[src/rtl/matmul_pkg.sv]
// matmul_pkg : shared types and defaults for the matmul result path (rev 1.0)
`default_nettype none

package matmul_pkg;
  localparam int RES_W       = 18;
  localparam int DEF_NUM_RES = 9;
  localparam int DEF_ADDR_W  = 4;

  typedef enum logic [2:0] {
    IDLE = 3'd0,
    RD   = 3'd1,
    CAP  = 3'd2,
    SEND = 3'd3,
    CLR  = 3'd4,
    DONE = 3'd5
  } state_t;
endpackage

`default_nettype wire

[src/rtl/res_reader_if.sv]
// res_reader_if : result-store read port plus valid/ready output stream (rev 1.0)
`default_nettype none

interface res_reader_if
  import matmul_pkg::*;
#(
  parameter int DATA_W = RES_W,
  parameter int ADDR_W = DEF_ADDR_W
) ();
  logic [ADDR_W-1:0] res_addr;
  logic              res_rd;
  logic [DATA_W-1:0] res_data;
  logic              clear_res;
  logic [DATA_W-1:0] out_data;
  logic              out_valid;
  logic              out_ready;

  modport master (
    output res_addr, res_rd, clear_res, out_data, out_valid,
    input  res_data, out_ready
  );

  modport slave (
    input  res_addr, res_rd, clear_res, out_data, out_valid,
    output res_data, out_ready
  );
endinterface

`default_nettype wire

[src/rtl/res_reader.sv]
// res_reader : drains NUM_RES result words in address order onto a valid/ready
// stream, then clears the store and pulses done (rev 1.0)
`default_nettype none

module res_reader
  import matmul_pkg::*;
#(
  parameter int DATA_W  = RES_W,
  parameter int NUM_RES = DEF_NUM_RES,
  parameter int ADDR_W  = DEF_ADDR_W
) (
  input  wire logic        clk,
  input  wire logic        rst,
  input  wire logic        start,
  res_reader_if.master     bus,
  output logic             busy,
  output logic             done
);
  localparam logic [ADDR_W-1:0] c_LAST = ADDR_W'(NUM_RES - 1);
  localparam logic [ADDR_W-1:0] c_ONE  = ADDR_W'(1);

  state_t            r_state;
  logic [ADDR_W-1:0] r_idx;
  logic [DATA_W-1:0] r_out_data;
  logic              r_out_valid;

  always_ff @(posedge clk or negedge rst) begin
    if (!rst) begin
      r_state     <= IDLE;
      r_idx       <= '0;
      r_out_data  <= '0;
      r_out_valid <= 1'b0;
    end else begin
      case (r_state)
        IDLE: begin
          if (start) begin
            r_idx   <= '0;
            r_state <= RD;
          end
        end
        RD:   r_state <= CAP;
        CAP: begin
          // store returns data one cycle after the RD strobe
          r_out_data  <= bus.res_data;
          r_out_valid <= 1'b1;
          r_state     <= SEND;
        end
        SEND: begin
          if (r_out_valid && bus.out_ready) begin
            r_out_valid <= 1'b0;
            if (r_idx == c_LAST) begin
              r_state <= CLR;
            end else begin
              r_idx   <= r_idx + c_ONE;
              r_state <= RD;
            end
          end
        end
        CLR:     r_state <= DONE;
        DONE:    r_state <= IDLE;
        default: r_state <= IDLE;
      endcase
    end
  end

  assign bus.res_addr  = r_idx;
  assign bus.res_rd    = (r_state == RD);
  assign bus.clear_res = (r_state == CLR);
  assign bus.out_data  = r_out_data;
  assign bus.out_valid = r_out_valid;
  assign busy          = (r_state != IDLE);
  assign done          = (r_state == DONE);
endmodule

`default_nettype wire

[src/flat_wrapper.sv]
// flat-port wrapper written by rule: the top's interface ports become plain ports
module res_reader_flat import matmul_pkg::*;
#(
  parameter int DATA_W  = RES_W,
  parameter int NUM_RES = DEF_NUM_RES,
  parameter int ADDR_W  = DEF_ADDR_W
)
  (clk, rst, start, busy, done, bus_res_addr, bus_res_rd, bus_clear_res, bus_out_data, bus_out_valid, bus_res_data, bus_out_ready);
  res_reader_if #(.DATA_W(DATA_W), .ADDR_W(ADDR_W)) bus_i ();
  input  wire logic clk;
  input  wire logic rst;
  input  wire logic start;
  output logic busy;
  output logic done;
  output wire logic [$bits(bus_i.res_addr)-1:0] bus_res_addr;
  output wire logic [$bits(bus_i.res_rd)-1:0] bus_res_rd;
  output wire logic [$bits(bus_i.clear_res)-1:0] bus_clear_res;
  output wire logic [$bits(bus_i.out_data)-1:0] bus_out_data;
  output wire logic [$bits(bus_i.out_valid)-1:0] bus_out_valid;
  input wire logic [$bits(bus_i.res_data)-1:0] bus_res_data;
  input wire logic [$bits(bus_i.out_ready)-1:0] bus_out_ready;
  assign bus_res_addr = bus_i.res_addr;
  assign bus_res_rd = bus_i.res_rd;
  assign bus_clear_res = bus_i.clear_res;
  assign bus_out_data = bus_i.out_data;
  assign bus_out_valid = bus_i.out_valid;
  assign bus_i.res_data = bus_res_data;
  assign bus_i.out_ready = bus_out_ready;
  res_reader #(.DATA_W(DATA_W), .NUM_RES(NUM_RES), .ADDR_W(ADDR_W)) u_core (.clk(clk), .rst(rst), .start(start), .bus(bus_i), .busy(busy), .done(done));
endmodule
[config.mk]
export PLATFORM = sky130hd
export DESIGN_NAME = res_reader_flat
export DESIGN_NICKNAME = d
export VERILOG_FILES = /design/src/rtl/matmul_pkg.sv /design/src/rtl/res_reader_if.sv /design/src/rtl/res_reader.sv /design/src/flat_wrapper.sv
export SDC_FILE = /design/constraint.sdc
export NUM_CORES = 1
export LEC_CHECK = 0
export ABC_AREA = 1
export BUFFER_PORTS_ARGS = -buffer_cell sky130_fd_sc_hd__clkbuf_2
export CAP_MARGIN = 20
export CORE_MARGIN = 2
export CORE_UTILIZATION = 47
export CTS_CLUSTER_DIAMETER = 200
export DETAILED_ROUTE_END_ITERATION = 10
export GPL_ROUTABILITY_DRIVEN = 0
export PLACE_DENSITY = 0.86
export SYNTH_ARGS = -nofsm -noshare
export SYNTH_HDL_FRONTEND = slang
export SYNTH_SLANG_ARGS = --single-unit
[constraint.sdc]
create_clock -name clk -period 1.5 [get_ports clk]
set_input_delay 0.075 -clock clk [delete_from_list [all_inputs] [get_ports clk]]
set_output_delay 0.075 -clock clk [all_outputs]
set_load 0.01 [all_outputs]
==> flow_summary.ini, run 1 <==
[die]
rows = 18
die_area_um2 = 3096
fp.dieH_um = 55.65
coreArea_um2 = 2500
start_util_pct = 50.15
chipWidth_um = 55.65
ioPinCount = 49

[clock_tree]
clockBufferDepth = 2
clock-sinks = 26
clock_latency_ns = 0.33
clk_pin_slew_ns = 0.14
cts.htree.levels = 1
numCtsBuffers = 3
ctsResizeCount = 0
cts_tree = yes
cts-root-buf = clkbuf_4

[placed_design]
portBuffers = 48
dp_slack_ns = 0.1822
dpl.hpwl_mm = 1.885

[power]
ir_drop_uv = 1472
swShare_pct = 37.30
internal_power_mw = 2.258
power_frac_clock_pct = 13.5
p_comb_share_pct = 51.1
p_per_area_nw_per_um2 = 2035
leakage_nw = 0.9681
p_seq_share_pct = 35.4
p_sw_mw = 1.343

[worst_setup_path]
required_ns = 1.42
cp.arrival_ns = 1.34
start_kind = register
cp-end-kind = output pin
critPathMaxFanout = 6
critical_path_class = reg -> out

[synth]
synth_nets = 136
synth_area_per_cell_um2 = 11.19
synth_area_um2 = 1254
synth-seq-cells = 26
synth_seq_area_share_pct = 51.90
syn_inst = 112
yosys_warnings = 0
yosysUniqueCellTypes = 18

[sta]
fin_setup_tns_ns = 0
fmax_mhz = 708.6
tightest_slew_ns = 0.6283
fin_hold_ws_ns = -0.0005697
fin_crit_ns = 1.411
finalSetupViolCount = 0
hold_viol_final = 1
rsz0062_at_grt = no
skew_ns = 0.008144
finalMaxSlewViolations = 0
relSlewSlack_pct = 58.11
layout_setup_ws_ns = 0.08883
fin_crit_sh_pct = 94.08

[drt]
ant_nets = 0
wirelength_mm = 2.971
routedWlPerCell_um = 14.01
drcViolationCount = 0
num_vias = 1025
drt-initial-drc-count = 13
first_pass_iters = 4
routed_via_density = 4.835

[layout]
diodes = 0
n_fill_cell = 178
multiInputGateArea_um2 = 550.5
fin_nets = 207
register_area_um2 = 650.6
syn_to_final_growth_pct = 41.12
final_common_cell = clkbuf_2
final_cell_mix = clkbuf_2, nand2_1, dfrtp_1
drive_gt1_share_pct = 44.51

[grt]
grt_max_degree = 27
antenna_found_initial = 0
grt_pass1_wl_mm = 4.788
overflow = 0
grt_pass1_vias = 1047
grt.total_usage_pct = 19.72

[run]
cap_violations = 0

[status]
violations = hold timing
status = finished, violations left

[worst_hold_path]
hp-class = in -> reg
## flip-flops by register name, summed over array words and instances (netlist names)
name	count
u_core.bus.out_data	18
u_core.bus.res_addr	4
u_core.bus.out_valid	1
u_core.r_state	3
## per-layer routing
layer  wire (um)  up-vias  GRT usage, %
li1            -      499             -
met1        1188      478         23.29
met2        1545       40         36.22
met3         167        8         2.558
met4          70        0         7.317
met5           0        -             0
## worst max-delay path, cell delays in order, from the launching register on
cell	delay (ns)
dfrtp_1	0.48
inv_1	0.12
nand2_1	0.08
nor2_1	0.17
clkbuf_2	0.17
## repair_timing
item                                   CTS  global route
hold buffers                            18             0
endpoints found under the hold margin   43             0
setup buffers                            0             0
## layout make-up
type                            instances  area share, %
Clock inverter                          1          1.697
Clock buffer                            3          1.273
Multi-Input combinational cell         76          31.12
Sequential cell                        26          36.78
Timing Repair Buffer                   68          25.32
Tap cell                               30          2.122
Inverter                                8          1.697
## synthesized netlist by cell type, drive strengths merged
library cell	count	area [um2]
a21oi	1	5.000
buf	2	22.52
dfrtp	26	650.6
ha	2	25.02
inv	8	30.03
mux2	18	270.3
nand2	34	140.1
nand3	4	20.02
nand3b	1	7.510
nand4	1	6.260
nor2	12	57.55
nor3	1	5.000
o21ai	1	5.000
xnor2	1	8.760
## stage by stage
stage               util (%)  instances  instance area, um2  total power [mW]
finish                 70.77        212                1769             3.601
global route           70.77        212                1769             3.797
CTS                    70.77        212                1769             3.586
detailed placement     61.46        190                1536             3.064
global placement       61.46        190                1536             2.988
floorplan                  -        112                1254             2.490
## power groups by stage
stage / registers (mW) / clock network (mW) / logic [mW]
2_1_floorplan: 1.38 / 0 / 1.11
3_3_place_gp: 1.26 / 0 / 1.73
3_5_place_dp: 1.27 / 0 / 1.80
4_1_cts: 1.26 / 0.484 / 1.84
5_1_grt: 1.31 / 0.509 / 1.98
6_report: 1.27 / 0.487 / 1.84
## cell families (layout without fill, tap and decap cells)
family                   Yosys count  after routing  synth area share [%]
adder cells (fa/ha/maj)            2              2                 1.996
buffers and inverters             10             80                 4.192
AO/OA/AOI/OAI                      2              2                0.7976
flip-flops                        26             26                 51.90
AND/OR/NAND/NOR                   53             53                 18.86
multiplexers                      18             18                 21.56
XOR/XNOR                           1              1                0.6987
## final timing paths
kind                                        startpoint                endpoint  slack, ns  cells after the start
worst max-delay path                 u_core.r_state[1]              bus_res_rd       0.09                      4
worst min-delay path                   bus_res_data[7]  u_core.bus.out_data[7]    -0.0006                      2
worst max register to register  u_core.bus.res_addr[0]  u_core.bus.res_addr[0]       0.15                      9
worst min register to register  u_core.bus.out_data[3]  u_core.bus.out_data[3]       0.53                      1
max in group asynchronous                          rst  u_core.bus.res_addr[3]       0.81                      2
min in group asynchronous                          rst  u_core.bus.out_data[1]       0.28                      2
Power figures use the tool's default switching activity.
==> inputs of run 2 (changes only) <==
--- a/config.mk
+++ b/config.mk
@@ -9,11 +9,11 @@
 export BUFFER_PORTS_ARGS = -buffer_cell sky130_fd_sc_hd__clkbuf_2
 export CAP_MARGIN = 20
 export CORE_MARGIN = 2
-export CORE_UTILIZATION = 47
+export CORE_UTILIZATION = 51
 export CTS_CLUSTER_DIAMETER = 200
 export DETAILED_ROUTE_END_ITERATION = 10
 export GPL_ROUTABILITY_DRIVEN = 0
-export PLACE_DENSITY = 0.86
+export PLACE_DENSITY = 0.91
 export SYNTH_ARGS = -nofsm -noshare
 export SYNTH_HDL_FRONTEND = slang
 export SYNTH_SLANG_ARGS = --single-unit
==> constraint.sdc (replaced) <==
create_clock -name clk -period 1.7 [get_ports clk]
set_input_delay 0.085 -clock clk [delete_from_list [all_inputs] [get_ports clk]]
set_output_delay 0.085 -clock clk [all_outputs]
set_load 0.01 [all_outputs]
==> run 2 against run 1 <==
  * The run now ends clean
  * Clock-buffer cell count is the same
  * Final cell count shrank 0.94%
  * Global-route usage grew 5.9 points
  * Sequential cell count is the same
  * Highest routed layer unchanged
  * Clock power shrank 12%
==> flow_summary.ini, run 2 (same netlist as run 1, synthesis figures left out) <==
[worst_hold_path]
hp-start = bus_out_ready
hp-class = in -> reg

[sta]
fmax_mhz = 697.6
hold_viol_final = 0
fin_crit_ns = 1.433
rsz0062_at_grt = no
skew_ns = 0.001056
fin_crit_sh_pct = 84.32
finalSetupViolCount = 0
finalMaxSlewViolations = 0
tightest_slew_ns = 0.6234
relSlewSlack_pct = 58.44
fin_setup_tns_ns = 0

[layout]
diodes = 0
n_fill_cell = 133
largest_reg_flops = 18
register_area_um2 = 650.6
fin_nets = 207
final_cell_mix = clkbuf_2, nand2_1, dfrtp_1
multiInputGateArea_um2 = 550.5
fin_area_um2 = 1769
final_common_cell = clkbuf_2
drive_gt1_share_pct = 43.96
syn_to_final_growth_pct = 41.12

[power]
p_per_area_nw_per_um2 = 1793
power_frac_clock_pct = 13.5
swShare_pct = 37.66
leakage_nw = 0.9676
power_mw = 3.171
internal_power_mw = 1.977
p_comb_share_pct = 50.8
p_sw_mw = 1.194
p_seq_share_pct = 35.7
ir_drop_uv = 1412

[placed_design]
dpl_cell_area_um2 = 1526
portBuffers = 48
dpl.hpwl_mm = 1.999

[drt]
num_vias = 1076
ant_nets = 0
routed_via_density = 5.124
drcViolationCount = 0
routedWlPerCell_um = 14.89
wirelength_mm = 3.126
first_pass_iters = 4
drt-initial-drc-count = 10

[status]
status = finished, final reports clean

[die]
ioPinCount = 49
chipWidth_um = 53.58
coreArea_um2 = 2276
fp.dieH_um = 53.58
die_area_um2 = 2871
start_util_pct = 55.09
rows = 17

[worst_setup_path]
cp.arrival_ns = 1.35
critPathMaxFanout = 6
crit_start = u_core.r_state[1]
start_kind = register
cp-end-kind = output pin
worstReg2RegStart = u_core.r_state[2]
critical_path_class = reg -> out
required_ns = 1.62

[grt]
grt.total_usage_pct = 25.66
grt.met3_usage_pct = 3.889
grt_pass1_wl_mm = 5.147
busiest_layer = met2
grt_pass1_vias = 1154
grt_max_degree = 27
met2_usage_pct = 49.18
use_met1_pct = 27.37
overflow = 0
antenna_found_initial = 0

[clock_tree]
cts.htree.levels = 1
cts-root-buf = clkbuf_4
clock-sinks = 26
clk_pin_slew_ns = 0.14
hold_buffers = 19
clockBufferDepth = 2
cts_setup_buffers = 0
clock_latency_ns = 0.33
cts_tree = yes
ctsResizeCount = 0
numCtsBuffers = 3

[run]
cap_violations = 0
## run 2: power groups by stage
stage	sequential (mW)	combinational, mW	clock (mW)
floorplan	1.22	0.977	0
global placement	1.12	1.49	0
detailed placement	1.13	1.56	0
CTS	1.13	1.60	0.431
global route	1.17	1.74	0.457
finish	1.13	1.61	0.428
## run 2: area by class of cell
class / instances / area share, %
Timing Repair Buffer: 68 / 25.46
Clock buffer: 3 / 1.273
Clock inverter: 1 / 1.697
Tap cell: 28 / 1.980
Multi-Input combinational cell: 76 / 31.12
Inverter: 8 / 1.697
Sequential cell: 26 / 36.78
## run 2: critical path: stages (launching register included)
cell      delay [ns]
dfrtp_1         0.48
inv_1           0.15
nand2_1         0.08
nor2_1          0.15
clkbuf_2        0.16
## run 2: path summary, 6_finish.rpt
| kind | endpoint | slack, ns | cells after the start |
|---|---|---|---|
| setup / recovery | bus_res_rd | 0.27 | 4 |
| hold / removal | u_core.bus.out_valid | 0.02 | 4 |
| setup reg to reg | u_core.bus.out_data[5] | 0.30 | 4 |
| hold reg to reg | u_core.bus.out_data[4] | 0.53 | 1 |
| max in group asynchronous | u_core.bus.out_data[3] | 1.01 | 2 |
| min in group asynchronous | u_core.bus.out_data[16] | 0.30 | 2 |
## run 2: routing by layer
layer,vias up,share of wire (%)
li1,499,-
met1,518,39
met2,48,53
met3,11,5.0
met4,0,2.8
met5,-,0
## run 2: through the flow
| step | utilization (%) | worst slack (ns) | instances | hold WS, ns |
|---|---|---|---|---|
| final | 77.74 | 0.2665 | 210 | 0.01730 |
| after CTS | 77.74 | 0.3054 | 210 | 0.01241 |
| after floorplan | - | 0.4692 | 112 | -0.2106 |
| after detailed placement | 67.07 | 0.3607 | 187 | 0.1264 |
| after global placement | 67.07 | 0.4278 | 187 | 0.1177 |
| after global routing | 77.74 | 0.1544 | 210 | 0.02184 |
==> inputs of run 3 (changes only) <==
--- a/config.mk
+++ b/config.mk
@@ -9,11 +9,11 @@
 export BUFFER_PORTS_ARGS = -buffer_cell sky130_fd_sc_hd__clkbuf_2
 export CAP_MARGIN = 20
 export CORE_MARGIN = 2
-export CORE_UTILIZATION = 51
+export CORE_UTILIZATION = 43
 export CTS_CLUSTER_DIAMETER = 200
 export DETAILED_ROUTE_END_ITERATION = 10
 export GPL_ROUTABILITY_DRIVEN = 0
-export PLACE_DENSITY = 0.91
+export PLACE_DENSITY = 0.83
 export SYNTH_ARGS = -nofsm -noshare
 export SYNTH_HDL_FRONTEND = slang
 export SYNTH_SLANG_ARGS = --single-unit
==> constraint.sdc (replaced) <==
create_clock -name clk -period 1.3 [get_ports clk]
set_input_delay 0.065 -clock clk [delete_from_list [all_inputs] [get_ports clk]]
set_output_delay 0.065 -clock clk [all_outputs]
set_load 0.01 [all_outputs]
==> run 3 against run 2 <==
  * Power increased by 45%
  * Critical path depth down 1
  * Cell area is 10% higher
  * Register-to-register slack worse by 0.28 ns
  * Clock power grew 29%
  * Die area rose by 17%
  * Routed wire length is 0.67% lower
  * Sequential power rose by 28%
  * Sequential cell count did not move
  * Critical path type unchanged
  * Worst setup slack worse by 0.26 ns
  * Global-route usage decreased by 6.5 points
  * Final cell count is 7.1% higher
  * Critical endpoint is now bus_clear_res
==> flow_summary.ini, run 3 (same netlist as run 1, synthesis figures left out) <==
[placed_design]
dpl.hpwl_mm = 1.927
portBuffers = 48

[sta]
fmax_mhz = 771.5
fin_hold_ws_ns = 0.2082
rsz0062_at_grt = yes
hold_viol_final = 0
finalSetupViolCount = 0
fin_crit_sh_pct = 99.70
skew_ns = 0.001825
fin_crit_ns = 1.296
finalMaxSlewViolations = 0
relSlewSlack_pct = 58.59
tightest_slew_ns = 0.6211

[grt]
antenna_found_initial = 0
grt_pass1_wl_mm = 4.823
grt_pass1_vias = 1092
grt_max_degree = 27
grt.total_usage_pct = 19.18
overflow = 0

[worst_setup_path]
cp_slowest_cell = dfrtp_1
cp.arrival_ns = 1.23
crit_buf_inv = 2
path_cells = buf_6 > nor3_4 > buf_2
critical_path_class = reg -> out
critPathMaxFanout = 6
cp-end-kind = output pin
worst_path_largest_cell_delay_ns = 0.43
start_kind = register
worstReg2RegStart = u_core.r_state[2]
required_ns = 1.24
crit_start = u_core.r_state[0]
cpLargestDelayFamily = flip-flops

[drt]
m1WireLength_mm = 1.243
wirelength_mm = 3.105
routed_via_density = 4.764
ant_nets = 0
dr_wl_met3_um = 149
route.met2.wl_mm = 1.678
routedWlPerCell_um = 13.80
drt-initial-drc-count = 32
highest_layer = met4
drcViolationCount = 0
first_pass_iters = 4
num_vias = 1072

[layout]
final_cell_mix = clkbuf_2, dfrtp_1, nand2_1
largest_reg_flops = 18
utilization_pct = 70.78
syn_to_final_growth_pct = 55.69
diodes = 0
final_common_cell = clkbuf_2
drive_gt1_share_pct = 53.09
fin_nets = 219
n_fill_cell = 189

[clock_tree]
clock_latency_ns = 0.32
cts-root-buf = clkbuf_4
cts.htree.levels = 1
numCtsBuffers = 3
clk_pin_slew_ns = 0.14
cts_tree = yes
clockBufferDepth = 2
clock-sinks = 26

[worst_hold_path]
hp-start = start
hp-class = in -> reg

[die]
coreArea_um2 = 2758
chipWidth_um = 58.00
fp.dieH_um = 58.00
ioPinCount = 49
start_util_pct = 45.46
die_area_um2 = 3363
rows = 19

[power]
ir_drop_uv = 1711
power_frac_clock_pct = 12.0
p_sw_mw = 1.707
p_per_area_nw_per_um2 = 2349
leakage_nw = 1.055
internal_power_mw = 2.878
swShare_pct = 37.22
p_seq_share_pct = 31.7
p_comb_share_pct = 56.3

[run]
cap_violations = 0

[status]
status = finished, final reports clean
run 3: cell types whose count changed in the layout (fill, tap and decap cells not counted), sizes merged:
cell         change
clkbuf           -3
dlygate4sd3      +1
buf             +14
run 3: cell type report:
cell class / instances / area [um2] / area share (%)
multi-input cells: 76 / 606.8 / 31.09
inverters: 8 / 35.03 / 1.795
clock buffers: 3 / 22.52 / 1.154
well taps: 31 / 38.79 / 1.987
repair buffers: 80 / 566.8 / 29.04
clock inverters: 1 / 30.03 / 1.538
flip-flops and latches: 26 / 651.9 / 33.40
run 3: worst paths after layout:
kind / endpoint / slack [ns] / cells past startpoint
worst min-delay path: u_core.r_state[2] / 0.21 / 5
worst max register to register: u_core.bus.out_data[11] / 0.02 / 4
worst min register to register: u_core.bus.out_data[4] / 0.53 / 1
worst max-delay path: bus_clear_res / 0.004 / 3
min in group asynchronous: u_core.bus.out_data[13] / 0.29 / 2
max in group asynchronous: u_core.r_state[1] / 0.58 / 2
run 3: worst min-delay path: cells and delay by family:
family                 cells  cell delay, ns
AND/OR/NAND/NOR            3            0.30
buffers and inverters      2            0.13
run 3: timing repair:
| item | CTS | global route |
|---|---|---|
| pin swaps | 0 | 7 |
| gates resized for setup | 4 | 22 |
| setup buffers | 1 | 4 |
| hold endpoints to repair | 44 | 1 |
| setup endpoints to repair | 3 | 10 |
| hold buffers | 19 | 1 |
run 3: metrics by stage:
stage / cells / instance area [um2] / worst slack [ns] / total power, mW / TNS, ns
5_1_grt: 225 / 1952 / -0.08254 / 4.898 / -0.4201
3_5_place_dp: 196 / 1575 / 0.05993 / 3.611 / 0
3_3_place_gp: 196 / 1575 / 0.1081 / 3.526 / 0
2_1_floorplan: 112 / 1254 / 0.06920 / 2.873 / 0
6_report: 225 / 1952 / 0.003887 / 4.585 / 0
4_1_cts: 220 / 1837 / -0.01715 / 4.274 / -0.01715
run 3: metal layers:
metal,up-vias,track usage [%]
met4,0,5.980
met3,4,3.795
met5,-,0
li1,520,-
met1,511,21.35
met2,37,36.36
run 3: power groups by stage:
| stage | logic, mW | clock network (mW) | registers [mW] |
|---|---|---|---|
| 6_report | 2.58 | 0.551 | 1.45 |
| 5_1_grt | 2.80 | 0.605 | 1.49 |
| 4_1_cts | 2.28 | 0.560 | 1.43 |
| 3_5_place_dp | 2.18 | 0 | 1.43 |
| 3_3_place_gp | 2.11 | 0 | 1.41 |
| 2_1_floorplan | 1.28 | 0 | 1.60 |
